===== src/rtl/compress_pkg.sv =====
// Shared types and sizing for the compressed-line packing path.
package compress_pkg;

  localparam int unsigned CACHE_LINE_DEF     = 128;
  localparam int unsigned WORD_SIZE_DEF      = 64;
  localparam int unsigned WORDS_PER_LINE_DEF = 4;

  localparam int unsigned LEN_W   = 7;
  localparam int unsigned SUM_W   = 9;
  localparam int unsigned CNT_W   = 2;
  localparam int unsigned SHIFT_W = 8;

  typedef enum logic [2:0] {
    StIdle,
    StAccum,
    StFlush,
    StFallback,
    StDone
  } state_e;

endpackage


===== src/rtl/compress_line_sequencer_if.sv =====
// Handshake bundle between the compressor, the sequencer and the output word buffer.
interface compress_line_sequencer_if;
  import compress_pkg::*;

  logic               i_start;
  logic               i_len_valid;
  logic [LEN_W-1:0]   i_len;
  logic               o_len_ready;
  logic [SHIFT_W-1:0] o_shift_amount;
  logic               o_store;
  logic               o_store_pad;
  logic               i_out_ready;
  logic               o_raw_req;
  logic               o_line_done;
  logic               o_compressed;
  logic [SUM_W-1:0]   o_line_bits;
  logic               o_busy;

  modport slave (
    input  i_start, i_len_valid, i_len, i_out_ready,
    output o_len_ready, o_shift_amount, o_store, o_store_pad, o_raw_req,
           o_line_done, o_compressed, o_line_bits, o_busy
  );

  modport master (
    output i_start, i_len_valid, i_len, i_out_ready,
    input  o_len_ready, o_shift_amount, o_store, o_store_pad, o_raw_req,
           o_line_done, o_compressed, o_line_bits, o_busy
  );

endinterface


===== src/rtl/compress_line_sequencer.sv =====
// Sequences per-word compressed lengths into bit offsets and 64-bit store requests,
// then closes the line as compressed or falls back to the raw path.
module compress_line_sequencer
  import compress_pkg::*;
#(
  parameter int unsigned CACHE_LINE     = CACHE_LINE_DEF,
  parameter int unsigned WORD_SIZE      = WORD_SIZE_DEF,
  parameter int unsigned WORDS_PER_LINE = WORDS_PER_LINE_DEF
) (
  input logic                      i_clk,
  input logic                      i_reset,
  compress_line_sequencer_if.slave bus
);

  localparam int unsigned      WordBits = $clog2(WORD_SIZE);
  localparam logic [SUM_W-1:0] LineMax  = SUM_W'(CACHE_LINE);
  localparam logic [LEN_W-1:0] WordMax  = LEN_W'(WORD_SIZE);
  localparam logic [CNT_W-1:0] LastCnt  = CNT_W'(WORDS_PER_LINE - 1);

  state_e           state_q, state_d;
  logic [SUM_W-1:0] sum_q, sum_d, new_sum;
  logic [SUM_W-1:0] line_bits_q, line_bits_d;
  logic [CNT_W-1:0] cnt_q, cnt_d;
  logic             store_q, store_d, pad_q, pad_d;
  logic             raw_q, raw_d, done_q, done_d, comp_q, comp_d, fail_q, fail_d;
  logic             len_ready, hs;

  always_ff @(posedge i_clk) begin
    if (!i_reset) begin
      state_q     <= StIdle;
      sum_q       <= '0;
      cnt_q       <= '0;
      store_q     <= 1'b0;
      pad_q       <= 1'b0;
      raw_q       <= 1'b0;
      done_q      <= 1'b0;
      comp_q      <= 1'b0;
      fail_q      <= 1'b0;
      line_bits_q <= '0;
    end else begin
      state_q     <= state_d;
      sum_q       <= sum_d;
      cnt_q       <= cnt_d;
      store_q     <= store_d;
      pad_q       <= pad_d;
      raw_q       <= raw_d;
      done_q      <= done_d;
      comp_q      <= comp_d;
      fail_q      <= fail_d;
      line_bits_q <= line_bits_d;
    end
  end

  assign new_sum = sum_q + SUM_W'(bus.i_len);
  assign hs      = bus.i_len_valid & len_ready;

  always_comb begin
    state_d     = state_q;
    sum_d       = sum_q;
    cnt_d       = cnt_q;
    fail_d      = fail_q;
    // A pending store survives until the buffer takes it.
    store_d     = store_q & ~bus.i_out_ready;
    pad_d       = pad_q & ~bus.i_out_ready;
    raw_d       = 1'b0;
    done_d      = 1'b0;
    comp_d      = 1'b0;
    line_bits_d = '0;
    unique case (state_q)
      StIdle: begin
        if (bus.i_start) begin
          sum_d   = '0;
          cnt_d   = '0;
          fail_d  = 1'b0;
          state_d = StAccum;
        end
      end
      StAccum: begin
        if (hs) begin
          if (bus.i_len > WordMax || new_sum > LineMax) begin
            state_d = StFallback;
          end else begin
            // Crossing a word boundary completes one full output word.
            if (new_sum[SUM_W-1:WordBits] != sum_q[SUM_W-1:WordBits]) begin
              store_d = 1'b1;
              pad_d   = 1'b0;
            end
            sum_d = new_sum;
            cnt_d = cnt_q + CNT_W'(1);
            if (cnt_q == LastCnt) begin
              state_d = (new_sum[WordBits-1:0] != '0) ? StFlush : StDone;
            end
          end
        end
      end
      StFlush: begin
        if (!store_q || bus.i_out_ready) begin
          store_d = 1'b1;
          pad_d   = 1'b1;
          state_d = StDone;
        end
      end
      StFallback: begin
        store_d = 1'b0;
        pad_d   = 1'b0;
        raw_d   = 1'b1;
        fail_d  = 1'b1;
        state_d = StDone;
      end
      StDone: begin
        if (!store_q || bus.i_out_ready) begin
          done_d      = 1'b1;
          comp_d      = ~fail_q;
          line_bits_d = fail_q ? '0 : sum_q;
          state_d     = StIdle;
        end
      end
      default: state_d = StIdle;
    endcase
  end

  always_comb begin
    len_ready          = (state_q == StAccum) && !(store_q && !bus.i_out_ready);
    bus.o_len_ready    = len_ready;
    bus.o_shift_amount = SHIFT_W'(sum_q[WordBits-1:0]);
    bus.o_store        = store_q;
    bus.o_store_pad    = pad_q;
    bus.o_raw_req      = raw_q;
    bus.o_line_done    = done_q;
    bus.o_compressed   = comp_q;
    bus.o_line_bits    = line_bits_q;
    bus.o_busy         = (state_q != StIdle);
  end

endmodule


===== src/flat_wrapper.sv =====
// flat-port wrapper written by rule: the top's interface ports become plain ports
module compress_line_sequencer_flat import compress_pkg::*;
#(
  parameter int unsigned CACHE_LINE     = CACHE_LINE_DEF,
  parameter int unsigned WORD_SIZE      = WORD_SIZE_DEF,
  parameter int unsigned WORDS_PER_LINE = WORDS_PER_LINE_DEF
)
  (i_clk, i_reset, bus_i_start, bus_i_len_valid, bus_i_len, bus_i_out_ready, bus_o_len_ready, bus_o_shift_amount, bus_o_store, bus_o_store_pad, bus_o_raw_req, bus_o_line_done, bus_o_compressed, bus_o_line_bits, bus_o_busy);
  compress_line_sequencer_if bus_i ();
  input logic i_clk;
  input logic i_reset;
  input wire logic [$bits(bus_i.i_start)-1:0] bus_i_start;
  input wire logic [$bits(bus_i.i_len_valid)-1:0] bus_i_len_valid;
  input wire logic [$bits(bus_i.i_len)-1:0] bus_i_len;
  input wire logic [$bits(bus_i.i_out_ready)-1:0] bus_i_out_ready;
  output wire logic [$bits(bus_i.o_len_ready)-1:0] bus_o_len_ready;
  output wire logic [$bits(bus_i.o_shift_amount)-1:0] bus_o_shift_amount;
  output wire logic [$bits(bus_i.o_store)-1:0] bus_o_store;
  output wire logic [$bits(bus_i.o_store_pad)-1:0] bus_o_store_pad;
  output wire logic [$bits(bus_i.o_raw_req)-1:0] bus_o_raw_req;
  output wire logic [$bits(bus_i.o_line_done)-1:0] bus_o_line_done;
  output wire logic [$bits(bus_i.o_compressed)-1:0] bus_o_compressed;
  output wire logic [$bits(bus_i.o_line_bits)-1:0] bus_o_line_bits;
  output wire logic [$bits(bus_i.o_busy)-1:0] bus_o_busy;
  assign bus_i.i_start = bus_i_start;
  assign bus_i.i_len_valid = bus_i_len_valid;
  assign bus_i.i_len = bus_i_len;
  assign bus_i.i_out_ready = bus_i_out_ready;
  assign bus_o_len_ready = bus_i.o_len_ready;
  assign bus_o_shift_amount = bus_i.o_shift_amount;
  assign bus_o_store = bus_i.o_store;
  assign bus_o_store_pad = bus_i.o_store_pad;
  assign bus_o_raw_req = bus_i.o_raw_req;
  assign bus_o_line_done = bus_i.o_line_done;
  assign bus_o_compressed = bus_i.o_compressed;
  assign bus_o_line_bits = bus_i.o_line_bits;
  assign bus_o_busy = bus_i.o_busy;
  compress_line_sequencer #(.CACHE_LINE(CACHE_LINE), .WORD_SIZE(WORD_SIZE), .WORDS_PER_LINE(WORDS_PER_LINE)) u_core (.i_clk(i_clk), .i_reset(i_reset), .bus(bus_i));
endmodule

===== config.mk =====
export PLATFORM = sky130hd
export DESIGN_NAME = compress_line_sequencer_flat
export DESIGN_NICKNAME = d
export VERILOG_FILES = /design/src/rtl/compress_pkg.sv /design/src/rtl/compress_line_sequencer_if.sv /design/src/rtl/compress_line_sequencer.sv /design/src/flat_wrapper.sv
export SDC_FILE = /design/constraint.sdc
export NUM_CORES = 1
export LEC_CHECK = 0
export ABC_AREA = 1
export CORE_AREA = 8 8 74 76
export CTS_CLUSTER_DIAMETER = 80
export DETAILED_ROUTE_END_ITERATION = 6
export DIE_AREA = 0 0 82 84
export GPL_TIMING_DRIVEN = 0
export PLACE_DENSITY = 0.67
export SYNTH_ARGS = -nofsm -noshare
export SYNTH_HDL_FRONTEND = slang
export SYNTH_SLANG_ARGS = --single-unit

===== constraint.sdc =====
create_clock -name i_clk -period 3.2 [get_ports i_clk]
set_input_delay 0.48 -clock i_clk [delete_from_list [all_inputs] [get_ports i_clk]]
set_output_delay 0.48 -clock i_clk [all_outputs]
set_load 0.02 [all_outputs]

==> qor.csv, run 1 <==
stage,metric,value,unit
pwr,ir_drop,328,µV
die,initial_core_util,0.396,
synth,yosys-top-cells-area,"dfxtp_1 (34%), nand2_1 (9.8%), nor2_1 (8.4%), inv_1 (8.0%), a21oi_1 (6.8%)",
global_route,grt_pass1_vias,1617,
finish,diodes,0,
global_route,grtUsageTotal,0.128,
timing,hold_violations,0,
detailed_routing,drtIter0Drc,73,
clock_tree,h-tree-depth,2,
clock_tree,cts_buffers,5,
clock_tree,cts_tree,yes,
timing,finalSetupViolations,0,
detailed_routing,vias,1635,
detailed_routing,drc,0,
synth,avgSynthCellArea,6.76,µm²
run_status,status,"finished, final reports clean",
synth,syn_area,1690,µm²
synth,synth_simple_gate_area_frac,0.316,
clock_tree,cts_sinks,29,
global_route,groute.layer.met2.usage,0.207,
finish,stdcell_count,344,
clock_tree,cts-resized-gates,0,
clock_tree,clk_latency,0.29,ns
finish,layout-drive-gt1-share,0.123,
clock_tree,postCtsHoldBufs,0,
finish,syn_to_final_growth,28.7,%
timing,finClkSkew,0.0111,ns
global_route,grt_max_degree,11,
pwr,power_density,841,nW/µm²
timing,fin_crit_sh,0.855,
worst_setup_path,worst-path-max-fanout,10,
synth,ys_top_cells_by_count,"nand2_1 (44), nor2_1 (38), inv_1 (36), dfxtp_1 (29), a21oi_1 (23)",
global_route,overflow,0,
synth,synthCells,250,
worst_setup_path,endpoint_kind,flop,
die,fp.dieW,82,µm
finish,nNetsFinal,312,
timing,fin_setup_tns,0,ns
detailed_routing,detail_route.wl_per_cell,12.1,µm
synth,synth-compound-area-share,0.130,
timing,fin_crit,2.73,ns
synth,yosysMostFrequentCell,nand2_1,
die,io_pins,36,
detailed_routing,ant_nets,0,
finish,postLayoutCoreUtil,0.510,
min_path,hp-class,flop to flop,
clock_tree,clk_path_buf_depth,2,
worst_setup_path,worstPathArrival,2.91,ns
synth,synth_top_area_share,0.344,
die,die_area,6890,µm²
synth,synth-seq-cells,29,
synth,ys.flop_type,dfxtp_1,
timing,tightest_slew,0.527,ns
detailed_routing,routed_wirelength,4150,µm
clock_tree,post-cts-setup-buffer-count,0,
worst_setup_path,cp.required,3.38,ns
global_route,grt-busiest-layer,met2,
synth,seq_area_frac_synth,0.344,
synth,synth_top_area_cell,dfxtp_1,
global_route,grt_pass1_wl,7000,µm
worst_setup_path,cp_cell_sequence,"clkdlybuf4s50_1, ha_1, fa_1, nand2_1, nand2_1, nor2_1, nand3_1, nor2_1, nand3_1, nand2_2, nand3_2, nand2_2, nand2_4, buf_6, o21ai_1, nor2_1",
global_route,grt_use_met3,0.0496,
timing,slew_headroom,0.646,
pwr,p_leak,1.00,nW
synth,async_flop_share,0,
synth,synth_edf_count,0,
synth,yosys_warnings,0,
global_route,grt_antenna_before_repair,0,
synth,synth_fa_ha_area_frac,0.0711,
synth,synth_cell_types,28,
worst_setup_path,worstSetupPathType,primary input to flop,
timing,maxClockFrequency,366,MHz
die,core,4260,µm²
place,dpl.cell_count,336,
worst_setup_path,crit_path_top_delay_cell,fa_1,
global_route,use_met1,0.148,
worst_setup_path,startpoint_type,primary input,
clock_tree,cts_root_buffer,clkbuf_8,
place,place.gp.congestion,0.883,
synth,synthXorXnorAreaFrac,0,
place,port-buffer-count,33,
clock_tree,clk_pin_slew_worst_paths,0.07,ns
worst_setup_path,crit_top_cell,nor2_1,
place,dp.final_hpwl,3240,µm
synth,synth_top_family_by_area,simple AND/OR/NAND/NOR gates,
die,dieHeight,84,µm
synth,muxShareOfSynthArea,0,
detailed_routing,viasPerCell,4.75,
worst_setup_path,cpPeakStageDelay,0.47,ns
run,cap_viol_max_count,0,
timing,rsz0062_at_grt,no,
die,fp-row-count,24,
timing,final_max_slew_viol_count,0,
detailed_routing,dr.pass1.iters,4,
## final timing paths
| kind | startpoint | to | slack [ns] | cells past startpoint |
|---|---|---|---|---|
| setup / recovery | bus_i_len[0] | u_core.cnt_q[0]$_SDFFE_PN0P_ | 0.47 | 16 |
| setup reg to reg | u_core.sum_q[0]$_SDFFE_PN0P_ | u_core.cnt_q[0]$_SDFFE_PN0P_ | 0.77 | 15 |
| hold / removal | u_core.sum_q[0]$_SDFFE_PN0P_ | u_core.bus.o_line_bits[0]$_SDFF_PP0_ | 0.48 | 2 |
| hold reg to reg | u_core.sum_q[0]$_SDFFE_PN0P_ | u_core.bus.o_line_bits[0]$_SDFF_PP0_ | 0.48 | 2 |
## cell type report
| type | instances | area (µm²) |
|---|---|---|
| Fill cell | 444 | 2090 |
| Multi-Input combinational cell | 171 | 882 |
| Sequential cell | 29 | 581 |
| Timing Repair Buffer | 33 | 330 |
| Inverter | 40 | 151 |
| Buffer | 11 | 78.8 |
| Clock buffer | 5 | 68.8 |
| Tap cell | 52 | 65.1 |
| Clock inverter | 3 | 17.5 |
## cell usage in the layout (no fill, tap or decap), types with 2 or more instances in the layout
master | synthesis | layout
inv_1 | 36 | 36
nand3_1 | 15 | 15
dfxtp_1 | 29 | 29
nand2_2 | 7 | 7
inv_2 | 3 | 3
nand4_1 | 5 | 5
nor3_1 | 3 | 3
o21ai_0 | 10 | 10
clkinv_2 | 1 | 3
ha_1 | 8 | 8
clkbuf_8 | 0 | 5
clkbuf_1 | 2 | 2
o21a_1 | 2 | 2
clkdlybuf4s50_1 | 0 | 33
a21oi_1 | 23 | 23
nor2_2 | 3 | 3
conb_1 | 1 | 2
nand2_1 | 44 | 44
nand3_2 | 2 | 2
nor2_1 | 38 | 38
o21ai_1 | 2 | 2
buf_4 | 8 | 8
## metrics by stage
step                      total power, mW  cell area, µm²  hold slack [ns]  setup WS [ns]
after global placement               1.51            2090            0.467          0.187
final                                1.83            2170            0.479          0.465
after CTS                            1.84            2170            0.481          0.446
after floorplan                      1.25            1690            0.448          0.895
after detailed placement             1.53            2090            0.471          0.159
after global routing                 2.00            2170            0.529          0.211
## sequential cells by signal, indices dropped and copies added (netlist names)
name,flops
u_core.bus.o_compressed,1
u_core.bus.o_line_bits,9
u_core.bus.o_line_done,1
u_core.bus.o_raw_req,1
u_core.bus.o_store,1
u_core.bus.o_store_pad,1
u_core.cnt_q,2
u_core.fail_q,1
u_core.state_q,3
u_core.sum_q,9
## kinds of logic (layout without fill, tap and decap cells)
kind of cell	Yosys count	in the layout
AO/OA/AOI/OAI	41	41
adder cells (fa/ha/maj)	9	9
buffers and inverters	51	92
flip-flops	29	29
other	1	2
AND/OR/NAND/NOR	119	119
## worst max-delay path: cells and delay by family
| family | cells | cell delay, ns |
|---|---|---|
| AOI/OAI and AO/OA | 1 | 0.12 |
| adders and majority gates | 2 | 0.71 |
| buffers and inverters | 2 | 0.59 |
| and+or+nand+nor | 11 | 1.00 |
## where the power goes
group	leakage, nW	internal [mW]	switching (mW)	total, mW
Sequential	0.236	0.433	0.0618	0.495
Combinational	0.723	0.407	0.622	1.03
Clock	0.0439	0.150	0.154	0.304
Total	1.00	0.990	0.838	1.83
## metal layers
metal  part of all wire  up-vias  wire length, µm
li1                   -      867                -
met1               0.44      715             1830
met2               0.45       48             1880
met3              0.093        5              387
met4              0.012        0               50
met5                  0        -                0
Power figures use the tool's default switching activity.
==> run 2: changes to the inputs <==
--- a/constraint.sdc
+++ b/constraint.sdc
@@ -3,2 +3,2 @@
 set_output_delay 0.48 -clock i_clk [all_outputs]
-set_load 0.02 [all_outputs]
+set_load 0.05 [all_outputs]
==> results of run 2 <==
Same layout as run 1 (identical final DEF). Status: finished, final reports clean.
Main changes from that run: total power 1.83 mW -> 1.95 mW; worst IR drop on VDD 328 µV -> 422 µV
